## src/rtl/ci_collect_pkg.sv

```systemverilog
// ci_collect_pkg: FSM states, code bit positions and the expected pixel count
// shared by ci_joint_collector and its bench.
package ci_collect_pkg;
  typedef enum logic [1:0] {ST_IDLE, ST_COLLECT, ST_DRAIN, ST_DONE} state_t;
  localparam int R2_BIT = 0;
  localparam int R4_BIT = 1;
  localparam int R6_BIT = 2;
  localparam int R8_BIT = 3;
  localparam int NRAD = 4;
  function automatic int npix(input int rows, input int cols);
    return (rows - 16) * (cols - 16);
  endfunction
endpackage

```

## src/rtl/ci_bit_fifo.sv

```systemverilog
// ci_bit_fifo: 1-bit alignment FIFO; pointers carry an extra wrap bit so full
// and empty are distinguishable, and a full FIFO accepts a push on a pop edge.
module ci_bit_fifo #(
  parameter int DEPTH = 64
) (
  input  logic clk,
  input  logic rst_n,
  input  logic i_push,
  input  logic i_din,
  input  logic i_pop,
  output logic o_dout,
  output logic o_empty,
  output logic o_drop
);
  localparam int AW = $clog2(DEPTH);
  logic [AW:0] r_wr;
  logic [AW:0] r_rd;
  logic [DEPTH-1:0] r_mem;
  logic w_full;
  logic w_wr;
  assign o_empty = r_wr == r_rd;
  assign w_full = (r_wr[AW] != r_rd[AW]) && (r_wr[AW-1:0] == r_rd[AW-1:0]);
  assign w_wr = i_push && (!w_full || i_pop);
  assign o_drop = i_push && w_full && !i_pop;
  assign o_dout = r_mem[r_rd[AW-1:0]];
  always_ff @(posedge clk or negedge rst_n)
    if (!rst_n) begin
      r_wr <= '0;
      r_rd <= '0;
    end else begin
      if (w_wr) r_wr <= r_wr + 1'b1;
      if (i_pop && !o_empty) r_rd <= r_rd + 1'b1;
    end
  always_ff @(posedge clk)
    if (w_wr) r_mem[r_wr[AW-1:0]] <= i_din;
endmodule

```

## src/rtl/ci_joint_collector.sv

```systemverilog
// ci_joint_collector: aligns four per-radius CI bit streams into 4-bit joint codes
// and tracks frame end. Define CI_COLLECT_CHECK_EN to add the per-frame count_err_o check.
module ci_joint_collector
  import ci_collect_pkg::*;
#(
  parameter int ROWS = 30,
  parameter int COLS = 30,
  parameter int FIFO_DEPTH = 64
) (
  input  logic       clk,
  input  logic       rst_n,
  input  logic       ci_r2_i,
  input  logic       ci_r4_i,
  input  logic       ci_r6_i,
  input  logic       ci_r8_i,
  input  logic       done_r2_i,
  input  logic       done_r4_i,
  input  logic       done_r6_i,
  input  logic       done_r8_i,
  input  logic       progress_done_r2_i,
  input  logic       progress_done_r4_i,
  input  logic       progress_done_r6_i,
  input  logic       progress_done_r8_i,
  output logic [3:0] code_o,
  output logic       valid_o,
  output logic       frame_done_o,
  output logic       overflow_o
`ifdef CI_COLLECT_CHECK_EN
  ,
  output logic       count_err_o
`endif
);
  state_t r_state;
  logic [NRAD-1:0] r_flag;
  logic [NRAD-1:0] w_ci;
  logic [NRAD-1:0] w_done;
  logic [NRAD-1:0] w_prog;
  logic [NRAD-1:0] w_dout;
  logic [NRAD-1:0] w_empty;
  logic [NRAD-1:0] w_drop;
  logic w_pop;
  logic w_end;
  assign w_ci[R2_BIT] = ci_r2_i;
  assign w_ci[R4_BIT] = ci_r4_i;
  assign w_ci[R6_BIT] = ci_r6_i;
  assign w_ci[R8_BIT] = ci_r8_i;
  assign w_done[R2_BIT] = done_r2_i;
  assign w_done[R4_BIT] = done_r4_i;
  assign w_done[R6_BIT] = done_r6_i;
  assign w_done[R8_BIT] = done_r8_i;
  assign w_prog[R2_BIT] = progress_done_r2_i;
  assign w_prog[R4_BIT] = progress_done_r4_i;
  assign w_prog[R6_BIT] = progress_done_r6_i;
  assign w_prog[R8_BIT] = progress_done_r8_i;
  for (genvar k = 0; k < NRAD; k++) begin : g_fifo
    ci_bit_fifo #(.DEPTH(FIFO_DEPTH)) u_fifo (
      .clk    (clk),
      .rst_n  (rst_n),
      .i_push (w_done[k]),
      .i_din  (w_ci[k]),
      .i_pop  (w_pop),
      .o_dout (w_dout[k]),
      .o_empty(w_empty[k]),
      .o_drop (w_drop[k])
    );
  end
  // A pixel leaves only when every radius has contributed its bit.
  assign w_pop = ~|w_empty;
  assign w_end = (r_state == ST_DRAIN) && (&w_empty) && !w_pop;
  always_ff @(posedge clk or negedge rst_n)
    if (!rst_n) begin
      r_state <= ST_IDLE;
      r_flag <= '0;
      code_o <= '0;
      valid_o <= 1'b0;
      frame_done_o <= 1'b0;
      overflow_o <= 1'b0;
    end else begin
      valid_o <= w_pop;
      if (w_pop) code_o <= w_dout;
      frame_done_o <= w_end;
      overflow_o <= overflow_o || (|w_drop);
      r_flag <= (r_state == ST_DONE ? '0 : r_flag) | w_prog;
      case (r_state)
        ST_IDLE:    if (|w_done) r_state <= ST_COLLECT;
        ST_COLLECT: if (&r_flag) r_state <= ST_DRAIN;
        ST_DRAIN:   if (w_end) r_state <= ST_DONE;
        default:    r_state <= ST_IDLE;
      endcase
    end
`ifdef CI_COLLECT_CHECK_EN
  localparam int NPIX = npix(ROWS, COLS);
  localparam int CW = $clog2(ROWS * COLS + 2) + 1;
  logic [CW-1:0] r_cnt;
  // Saturating so an oversized frame can never wrap back onto NPIX.
  always_ff @(posedge clk or negedge rst_n)
    if (!rst_n) begin
      r_cnt <= '0;
      count_err_o <= 1'b0;
    end else begin
      r_cnt <= w_end ? '0 : r_cnt + CW'(w_pop && !(&r_cnt));
      count_err_o <= w_end && (r_cnt != CW'(NPIX));
    end
`endif
endmodule

```

## config.mk

```make
export PLATFORM = sky130hd
export DESIGN_NAME = ci_joint_collector
export DESIGN_NICKNAME = d
export VERILOG_FILES = /design/src/rtl/ci_collect_pkg.sv /design/src/rtl/ci_bit_fifo.sv /design/src/rtl/ci_joint_collector.sv
export SDC_FILE = /design/constraint.sdc
export NUM_CORES = 1
export LEC_CHECK = 0
export CORE_MARGIN = 4
export CORE_UTILIZATION = 60
export DETAILED_ROUTE_END_ITERATION = 10
export PLACE_DENSITY = 0.77
export SYNTH_ARGS = -nofsm -noshare
export SYNTH_HDL_FRONTEND = slang
export SYNTH_SLANG_ARGS = --single-unit
export TNS_END_PERCENT = 10
```

## constraint.sdc

```tcl
create_clock -name clk -period 2.6 [get_ports clk]
set_input_delay 0.39 -clock clk [delete_from_list [all_inputs] [get_ports clk]]
set_output_delay 0.39 -clock clk [all_outputs]
set_load 0.02 [all_outputs]
```

==> impl_metrics.csv, run 1 <==
group,metric,value,unit
power_and_ir_drop,ir_worst_vdd,0.0006302,V
synthesis,syn_inst,1122,
synthesis,yosys.cell_types.count,57,
timing,hold_viol,0,
placed_design,io_buffers,20,
clocking,cts_made_buffers,35,
synthesis,synth_common_cells,"nor2_1 (283), edfxtp_1 (256), dfrtp_1 (69), xnor2_1 (69), mux4_2 (58)",
routing,first_pass_iters,4,
setup_path,cp_num_buf_inv,0,
clocking,root_buffer,"clkbuf_16",
clocking,insertion_delay,0.51,ns
finish,final_area,16880,µm²
routing,routed-via-count,9151,
synthesis,synth_area_leaders,"edfxtp_1 (51%), dfrtp_1 (12%), mux4_2 (8.7%)",
flow_run,max_cap_violations,0,
floorplanning,coreArea,24460,µm²
finish,seqCellArea,9414,µm²
finish,fillers,1668,
timing,fin_crit,2.476,ns
placed_design,postPlaceCellArea,15760,µm²
floorplanning,initial_core_util,0.6134,
timing,rsz0062_at_grt,"true",
routing,vias_per_cell,6.020,
finish,nets,1198,
global_route,antenna_found_initial,0,
setup_path,cp_data_required_time,2.85,ns
global_route,grt_pass1_vias,9223,
clocking,cts.sinks,325,
placed_design,dp_hpwl,18760,µm
synthesis,synth_edf_count,256,
power_and_ir_drop,power.leakage,0.005682,µW
timing,skew,0.01074,ns
routing,wl_per_cell,19.98,µm
timing,max-slew-margin-rel,0.4021,
routing,top_layer,"met4",
synthesis,postSynthAreaPerCell,13.37,µm²
routing,post-route-drc-count,0,
finish,antennaDiodeCount,0,
finish,final_core_util,0.6899,
timing,slew_viol_final,0,
routing,wl,30370,µm
finish,syn2layout_area_growth,12.48,%
synthesis,synth-seq-area-share,0.6274,
hold_path,hp-class,"in -> async",
setup_path,path_cells,"xnor2_1 > nand4_1 > nor3_1 > o31ai_4 > nand3_1 > nor2_1",
setup_path,cp.arrival,2.72,ns
synthesis,synth_top_cell_area_share,0.5123,
setup_path,worst_path_max_delay_cell,"nor3_1",
clocking,clock_path_buffers,3,
status,status,"completed",
synthesis,synth-main-ff-cell,"edfxtp_1",
global_route,grt_usage,0.2213,
global_route,grt-ovfl-total,0,
power_and_ir_drop,powerDensity,1113,nW/µm²
timing,tightest_slew,0.8968,ns
routing,met1_length,12880,µm
floorplanning,ios,21,
timing,worst_hold_slack,0.01050,ns
finish,drive_gt1_frac,0.1764,
floorplanning,placementRows,57,
routing,ant_nets,0,
clocking,cts_tree,"built",
floorplanning,die_h,166.1,µm
routing,drtIter0Drc,974,
setup_path,cp_top_family,"simple AND/OR/NAND/NOR gates",
routing,wl_met2,15030,µm
clocking,cts_hold_buf,0,
synthesis,ys_ff_latch,325,
floorplanning,die-area,27600,µm²
synthesis,synth_top_area_cell,"edfxtp_1",
finish,multi_input_area,5249,µm²
placed_design,place_congestion,0.7800,
setup_path,crit_fanout,13,
synthesis,syn-cell-area,15000,µm²
timing,setup_viol,0,
setup_path,end_kind,"flop",
synthesis,ys.warnings.count,0,
timing,finalCritPeriodShare,0.9522,
floorplanning,die_x,166.1,µm
synthesis,async_reset_ff_frac,0.2123,
setup_path,crit_type,"reg -> reg",
synthesis,yosysMostFrequentCell,"nor2_1",
global_route,grt_max_degree,70,
global_route,grt_first_pass_wirelength,49090,µm
setup_path,crit_path_start_kind,"flop",
timing,clock.fmax,0.4039,GHz
synthesis,syn-num-nets,1148,
clocking,clk_pin_slew,0.06,ns
routing,route.met3.wl,1746,µm
setup_path,max_stage_delay,0.51,ns
clocking,h-tree-depth,2,
==> state kept, by name, summed over array words and instances, names as in the netlist <==
name                 cells
code_o                   4
frame_done_o             1
g_fifo.u_fifo.r_mem    256
g_fifo.u_fifo.r_rd      28
g_fifo.u_fifo.r_wr      28
overflow_o               1
r_flag                   4
r_state                  2
valid_o                  1
==> cell families (layout without fill, tap and decap cells) <==
| kind of cell | count (synthesis) | count (layout) | share of synthesized area |
|---|---|---|---|
| buffers and inverters | 79 | 153 | 0.02435 |
| xor gates and xnor gates | 76 | 76 | 0.04436 |
| AOI/OAI and AO/OA | 53 | 53 | 0.02544 |
| DFF | 325 | 325 | 0.6274 |
| adders and majority gates | 12 | 12 | 0.01001 |
| and+or+nand+nor | 483 | 483 | 0.1556 |
| muxes | 94 | 94 | 0.1128 |
==> worst register-to-register path, delay by kind of cell, from the launching register on <==
kind | cells | cell delay [ns]
and+or+nand+nor | 4 | 1.28
xor gates and xnor gates | 1 | 0.22
AOI/OAI and AO/OA | 1 | 0.26
DFF | 1 | 0.47
==> final timing paths <==
| check | from | to | slack (ns) | depth (start not counted) |
|---|---|---|---|---|
| setup / recovery | g_fifo[1].u_fifo.r_rd[5] | g_fifo[1].u_fifo.r_mem[51] | 0.12 | 6 |
| setup reg to reg | g_fifo[1].u_fifo.r_rd[5] | g_fifo[1].u_fifo.r_mem[51] | 0.12 | 6 |
| min in group clk | progress_done_r2_i | r_flag[0] | 0.44 | 2 |
| hold reg to reg | r_flag[2] | r_flag[2] | 0.48 | 1 |
| max in group asynchronous | rst_n | g_fifo[2].u_fifo.r_wr[5] | 2.00 | 1 |
| hold / removal | rst_n | g_fifo[3].u_fifo.r_wr[5] | 0.01 | 1 |
==> cell usage in the layout (no fill, tap or decap), types with 4 or more instances in the layout <==
| cell | count |
|---|---|
| clkinv_1 | 5 |
| or3b_2 | 5 |
| a31oi_1 | 5 |
| mux2_2 | 17 |
| xor2_1 | 7 |
| a21o_1 | 4 |
| edfxtp_1 | 256 |
| clkbuf_16 | 38 |
| nor3b_1 | 6 |
| clkinv_2 | 5 |
| mux2i_1 | 18 |
| clkbuf_1 | 10 |
| nand3b_1 | 23 |
| nand4_1 | 21 |
| nor4_1 | 4 |
| mux4_2 | 58 |
| clkdlybuf4s50_1 | 19 |
| a211oi_1 | 5 |
| buf_4 | 65 |
| nor3_1 | 4 |
| dfrtp_1 | 69 |
| o21ai_0 | 8 |
| nor2_1 | 283 |
| nand3_1 | 41 |
| or3_1 | 6 |
| xnor2_1 | 69 |
| nor2b_1 | 7 |
| inv_1 | 7 |
| nand2_1 | 42 |
| and3_1 | 15 |
| nand3b_2 | 6 |
| a21oi_1 | 6 |
| ha_1 | 12 |
==> power by group <==
part	leakage (µW)	internal, µW	switching, µW
logic	0.00202	3180	4160
clock network	0.000533	2780	1900
registers	0.00313	6300	466
total	0.00568	12300	6530
==> timing repair <==
item | in CTS | in global routing
setup buffers | 0 | 3
gates resized for setup | 1 | 1
setup endpoints to repair | 61 | 77
pin swaps | 0 | 3
==> layout make-up <==
| cell class | instances | area share |
|---|---|---|
| inverters | 7 | 0.001557 |
| flip-flops and latches | 325 | 0.5578 |
| clock buffers | 49 | 0.05938 |
| multi-input cells | 718 | 0.3110 |
| repair buffers | 85 | 0.04137 |
| well taps | 324 | 0.02402 |
| clock inverters | 12 | 0.004893 |
==> layer usage <==
metal	vias up	global-route usage
met5	-	0
met4	0	0.06098
met3	57	0.03642
met2	300	0.3654
met1	4594	0.3110
li1	4200	-
==> stage by stage <==
stage,TNS (ns),std cells,setup WS [ns],power (µW)
after floorplan,0,1122,0.4360,12080
after CTS,0,1517,0.05998,18900
final,0,1520,0.1242,18790
after global placement,-0.05433,1456,-0.009607,13970
after detailed placement,-4.447,1456,-0.1391,14150
after global routing,-1.320,1520,-0.06088,19830
No activity file was read; power rests on OpenSTA's default activity.
==> run 2, diff against run 1 <==
--- a/config.mk
+++ b/config.mk
@@ -9,6 +9,7 @@
 export CORE_UTILIZATION = 60
 export DETAILED_ROUTE_END_ITERATION = 10
 export PLACE_DENSITY = 0.77
+export SKIP_LAST_GASP = 1
 export SYNTH_ARGS = -nofsm -noshare
 export SYNTH_HDL_FRONTEND = slang
 export SYNTH_SLANG_ARGS = --single-unit
==> run 2 against run 1 <==
- wire length decreased by 0.11%
- non-clock buffer count unchanged
- largest power group unchanged
- count of clock-buffer cells in the layout unchanged
- worst setup slack worse by 0.013 ns
- register-to-register slack about the same
- clock power about the same
- critical path type unchanged
- critical endpoint is now g_fifo[1].u_fifo.r_mem[5]
==> impl_metrics.csv, run 2 (synthesis results as in run 1) <==
group,metric,value,unit
flow_run,max_cap_violations,0,
global_route,grt-ovfl-total,0,
global_route,grt_usage,0.2213,
timing,clock.fmax,0.4019,GHz
timing,max-slew-margin-rel,0.4041,
clocking,cts.sinks,325,
global_route,grt_first_pass_wirelength,49090,µm
timing,final.setup.tns,0,ns
power_and_ir_drop,p_sw_frac,0.3473,
timing,setup_viol,0,
floorplanning,ios,21,
power_and_ir_drop,powerDensity,1113,nW/µm²
floorplanning,placementRows,57,
timing,finalCritPeriodShare,0.9571,
clocking,h-tree-depth,2,
power_and_ir_drop,internal_power,12260,µW
placed_design,post-place-ws,-0.1391,ns
timing,fin_crit,2.488,ns
finish,fillers,1669,
setup_path,crit_path_start_kind,"flop",
floorplanning,die-area,27600,µm²
setup_path,cp_data_required_time,2.86,ns
routing,drtIter0Drc,986,
routing,vias_per_cell,6.022,
hold_path,hp-class,"in -> async",
power_and_ir_drop,comb_power_share,0.390,
routing,ant_nets,0,
power_and_ir_drop,power.leakage,0.005681,µW
finish,layout_common_cells,"nor2_1 (283), edfxtp_1 (256), xnor2_1 (69), dfrtp_1 (69), buf_4 (65)",
global_route,antenna_found_initial,0,
global_route,grt_max_degree,70,
setup_path,end_kind,"flop",
setup_path,max_stage_delay,0.51,ns
timing,finalWorstSetupSlack,0.1116,ns
timing,rsz0062_at_grt,"true",
power_and_ir_drop,p_sw,6523,µW
setup_path,crit_fanout,13,
power_and_ir_drop,ir_worst_vdd,0.0006280,V
floorplanning,die_h,166.1,µm
routing,post-route-drc-count,0,
timing,skew,0.01362,ns
clocking,clk_pin_slew,0.06,ns
finish,syn2layout_area_growth,12.45,%
power_and_ir_drop,p_clk_frac,0.250,
routing,wl_per_cell,19.96,µm
clocking,cts_made_buffers,35,
finish,largest_register_ffs,256,
routing,wl,30340,µm
finish,nets,1198,
routing,first_pass_iters,5,
finish,drive_gt1_frac,0.1756,
setup_path,crit_type,"reg -> reg",
power_and_ir_drop,p_seq_frac,0.360,
setup_path,worst_path_max_delay_cell,"nor3_1",
clocking,clock_path_buffers,3,
timing,tightest_slew,0.8939,ns
timing,slew_viol_final,0,
setup_path,cp.arrival,2.74,ns
clocking,cts_tree,"built",
placed_design,dp_hpwl,18760,µm
clocking,root_buffer,"clkbuf_16",
floorplanning,initial_core_util,0.6134,
clocking,insertion_delay,0.51,ns
placed_design,io_buffers,20,
timing,hold_viol,0,
global_route,grt_pass1_vias,9223,
finish,final_common_cell,"nor2_1",
floorplanning,die_x,166.1,µm
setup_path,path_cells,"xnor2_1 > nand4_1 > nor3_1 > o31ai_4 > nand3b_1 > buf_4 > nor2_1",
floorplanning,coreArea,24460,µm²
routing,routed-via-count,9154,
setup_path,r2r_slack,0.11,ns
status,status,"completed",
placed_design,place_congestion,0.7800,
finish,antennaDiodeCount,0,
[run 2: worst paths after layout]
| path | start | end | cells after the start |
|---|---|---|---|
| setup / recovery | g_fifo[1].u_fifo.r_rd[5] | g_fifo[1].u_fifo.r_mem[5] | 7 |
| hold / removal | rst_n | g_fifo[3].u_fifo.r_wr[5] | 1 |
| setup reg to reg | g_fifo[1].u_fifo.r_rd[5] | g_fifo[1].u_fifo.r_mem[5] | 7 |
| hold reg to reg | r_flag[2] | r_flag[2] | 1 |
| max in group asynchronous | rst_n | g_fifo[1].u_fifo.r_wr[3] | 1 |
| min in group clk | progress_done_r2_i | r_flag[0] | 2 |
[run 2: final cells by class]
class	instances	area, µm²	area share
sequential	325	9414	0.5580
clock buffer	49	1002	0.05940
clock inverter	12	82.58	0.004894
multi-input combinational	718	5244	0.3108
inverter	7	26.28	0.001557
timing repair buffer	85	698.2	0.04138
tap	324	405.4	0.02403
[run 2: routing by layer]
metal | up-vias | global-route usage | part of all wire
met5 | - | 0 | 0
met4 | 0 | 0.06098 | 0.023
met3 | 57 | 0.03642 | 0.054
met2 | 281 | 0.3654 | 0.49
met1 | 4610 | 0.3110 | 0.43
li1 | 4206 | - | -
[run 2: critical path, delay by kind of cell, from the launching register on]
kind | cells | cell delay (ns)
buffers and inverters | 1 | 0.22
AOI/OAI and AO/OA | 1 | 0.26
DFF | 1 | 0.47
xor gates and xnor gates | 1 | 0.21
and+or+nand+nor | 4 | 1.07
[run 2: power groups by stage]
stage | Sequential, µW | Combinational, µW | Clock, µW
after floorplan | 6770 | 5300 | 0
after global placement | 6840 | 7130 | 0
after detailed placement | 6870 | 7280 | 0
after CTS | 6770 | 7350 | 4770
after global routing | 6840 | 7970 | 5020
final | 6770 | 7330 | 4690
[run 2: through the flow]
stage | area, µm² | std cells | hold slack (ns) | util | power (µW)
final | 16870 | 1520 | 0.001707 | 0.6897 | 18780
after global routing | 16870 | 1520 | 0.07498 | 0.6897 | 19830
after CTS | 16850 | 1517 | 0.03860 | 0.6888 | 18900
after detailed placement | 15760 | 1456 | 0.4707 | 0.6441 | 14150
after global placement | 15760 | 1456 | 0.4644 | 0.6441 | 13970
after floorplan | 15000 | 1122 | 0.09441 | - | 12080
[run 2: what timing repair did]
action | CTS | global route
endpoints found under the setup margin | 61 | 77
gates resized for setup | 1 | 0
buffers inserted | 0 | 3
gates cloned | 0 | 0
hold buffers | 0 | 0
pin swaps | 0 | 2
==> run 3, diff against run 2 <==
--- a/config.mk
+++ b/config.mk
@@ -5,10 +5,12 @@
 export SDC_FILE = /design/constraint.sdc
 export NUM_CORES = 1
 export LEC_CHECK = 0
+export CELL_PAD_IN_SITES_DETAIL_PLACEMENT = 1
+export CELL_PAD_IN_SITES_GLOBAL_PLACEMENT = 1
 export CORE_MARGIN = 4
-export CORE_UTILIZATION = 60
+export CORE_UTILIZATION = 53
 export DETAILED_ROUTE_END_ITERATION = 10
-export PLACE_DENSITY = 0.77
+export PLACE_DENSITY_LB_ADDON = 0.1
 export SKIP_LAST_GASP = 1
 export SYNTH_ARGS = -nofsm -noshare
 export SYNTH_HDL_FRONTEND = slang
==> run 3 against run 2 <==
- final area is 0.57% higher
- power is 1.3% higher
- critical path depth is 1 lower
- utilization is 8.1 points lower
- clock skew hardly changed
- sequential cell count stayed put
- fmax is 1.1% higher
- critical path type unchanged
- critical endpoint is now g_fifo[1].u_fifo.r_mem[36]
- largest cell class unchanged
==> impl_metrics.csv, run 3 (synthesis results as in run 1) <==
group,metric,value,unit
status,status,"completed",
floorplanning,die_h,176.3,µm
clocking,cts.sinks,325,
finish,fillers,2714,
setup_path,max_stage_delay,0.51,ns
finish,drive_gt1_frac,0.1799,
timing,clock.fmax,0.4064,GHz
clocking,cts_hold_buf,0,
placed_design,io_buffers,20,
clocking,clk_pin_slew,0.06,ns
power_and_ir_drop,finalPower,19020,µW
finish,final_area,16970,µm²
placed_design,place_congestion,0.7968,
setup_path,cp.arrival,2.67,ns
timing,rsz0062_at_grt,"true",
setup_path,crit_path_start_kind,"flop",
finish,stdcell_count,1579,
timing,setup_viol,0,
routing,wl_per_cell,21.81,µm
routing,vias_per_cell,5.847,
setup_path,timing.rr.end,"g_fifo[1].u_fifo.r_mem[36]",
global_route,grt_first_pass_wirelength,55390,µm
timing,tightest_slew,0.9437,ns
timing,max-slew-margin-rel,0.3708,
clocking,clock_path_buffers,3,
clocking,cts_made_buffers,37,
floorplanning,die-area,31070,µm²
hold_path,hp-class,"in -> async",
routing,drtIter0Drc,665,
global_route,grt_pass1_vias,9935,
global_route,grt_max_degree,70,
placed_design,postPlaceCellArea,15860,µm²
placed_design,dp.cells,1515,
setup_path,worst_path_max_delay_cell,"o31ai_4",
timing,skew,0.01357,ns
timing,slew_viol_final,0,
finish,syn2layout_area_growth,13.09,%
power_and_ir_drop,powerDensity,1121,nW/µm²
setup_path,r2r_cells,6,
setup_path,crit_cells,6,
setup_path,cp_data_required_time,2.81,ns
power_and_ir_drop,power.leakage,0.005698,µW
clocking,insertion_delay,0.51,ns
finish,largest_register_ffs,256,
routing,post-route-drc-count,0,
setup_path,cp_top_family,"simple AND/OR/NAND/NOR gates",
floorplanning,initial_core_util,0.5386,
clocking,h-tree-depth,2,
routing,routed-via-count,9233,
finish,antennaDiodeCount,0,
setup_path,cp_num_buf_inv,0,
routing,first_pass_iters,4,
setup_path,crit_fanout,13,
flow_run,max_cap_violations,0,
clocking,root_buffer,"clkbuf_16",
floorplanning,placementRows,61,
setup_path,end_kind,"flop",
setup_path,crit_type,"reg -> reg",
setup_path,reg2reg_from,"g_fifo[2].u_fifo.r_wr[3]",
finish,final_common_cell,"nor2_1",
setup_path,path_cells,"xnor2_1 > nand4_1 > nor3_4 > o31ai_4 > nand3b_1 > nor2_1",
timing,hold_viol,0,
floorplanning,coreArea,27860,µm²
timing,finalCritPeriodShare,0.9464,
timing,fin_crit,2.461,ns
routing,wl,34440,µm
global_route,grt-ovfl-total,0,
routing,ant_nets,0,
finish,nets,1202,
power_and_ir_drop,ir_worst_vdd,0.0006460,V
global_route,grt_usage,0.2279,
finish,layout_common_cells,"nor2_1 (283), edfxtp_1 (256), xnor2_1 (69), dfrtp_1 (69), buf_4 (67)",
setup_path,r2r_slack,0.14,ns
setup_path,startpoint,"g_fifo[2].u_fifo.r_wr[3]",
placed_design,dp_hpwl,21860,µm
floorplanning,die_x,176.3,µm
floorplanning,ios,21,
clocking,cts_tree,"built",
global_route,antenna_found_initial,0,
## run 3: cell count changes in the layout (fill, tap and decap cells not counted)
cell	previous run	this run
nand3_1	42	41
buf_4	65	67
clkinv_2	5	8
clkbuf_16	38	37
clkbuf_8	1	3
clkbuf_1	10	11
nand3_2	2	3
clkinv_1	5	4
clkinv_4	1	0
## run 3: worst max path at each step
stage,end,slack (ns)
finish,g_fifo[1].u_fifo.r_mem[36],0.14
floorplan,g_fifo[0].u_fifo.r_mem[43],0.44
CTS,g_fifo[1].u_fifo.r_mem[6],0.06
detailed placement,g_fifo[1].u_fifo.r_mem[6],-0.22
global placement,g_fifo[1].u_fifo.r_mem[38],-0.08
global route,g_fifo[1].u_fifo.r_mem[50],-0.03
## run 3: per-stage QoR
stage	utilization	TNS [ns]	hold slack [ns]	worst slack, ns
3_5_place_dp	0.5694	-5.220	0.4657	-0.2233
3_3_place_gp	0.5694	-1.760	0.4648	-0.08058
4_1_cts	0.6089	0	0.05554	0.06486
6_report	0.6091	0	0.02659	0.1393
2_1_floorplan	-	0	0.09441	0.4360
5_1_grt	0.6091	-0.1337	0.08955	-0.02923
## run 3: layout make-up
class,instances,area (µm²),area share
tap,378,473.0,0.02787
sequential,325,9414,0.5548
clock inverter,13,85.08,0.005014
timing repair buffer,87,713.2,0.04203
clock buffer,51,1008,0.05943
multi-input combinational,718,5249,0.3093
inverter,7,26.28,0.001548
## run 3: worst register-to-register path, stage by stage (launching register included)
cell and delay (ns):
dfrtp_1 0.47, xnor2_1 0.17, nand4_1 0.18, nor3_4 0.11, o31ai_4 0.51, nand3b_1 0.47, nor2_1 0.26
## run 3: timing repair
item / in CTS / in global routing
resized for setup: 1 / 1
pin swaps: 0 / 0
buffers inserted: 0 / 0
setup endpoints to repair: 48 / 10
## run 3: power by group
part | total (µW) | switching, µW | internal, µW
Combinational | 7510 | 4350 | 3160
Sequential | 6760 | 463 | 6300
Clock | 4740 | 1950 | 2800
## run 3: per-layer routing
layer	vias to the layer above	global-route usage	routed length [µm]	share of wire
li1	4210	-	-	-
met1	4821	0.3101	15130	0.44
met2	150	0.3962	17580	0.51
met3	52	0.02891	1062	0.031
met4	0	0.05393	664	0.019
met5	-	0	0	0
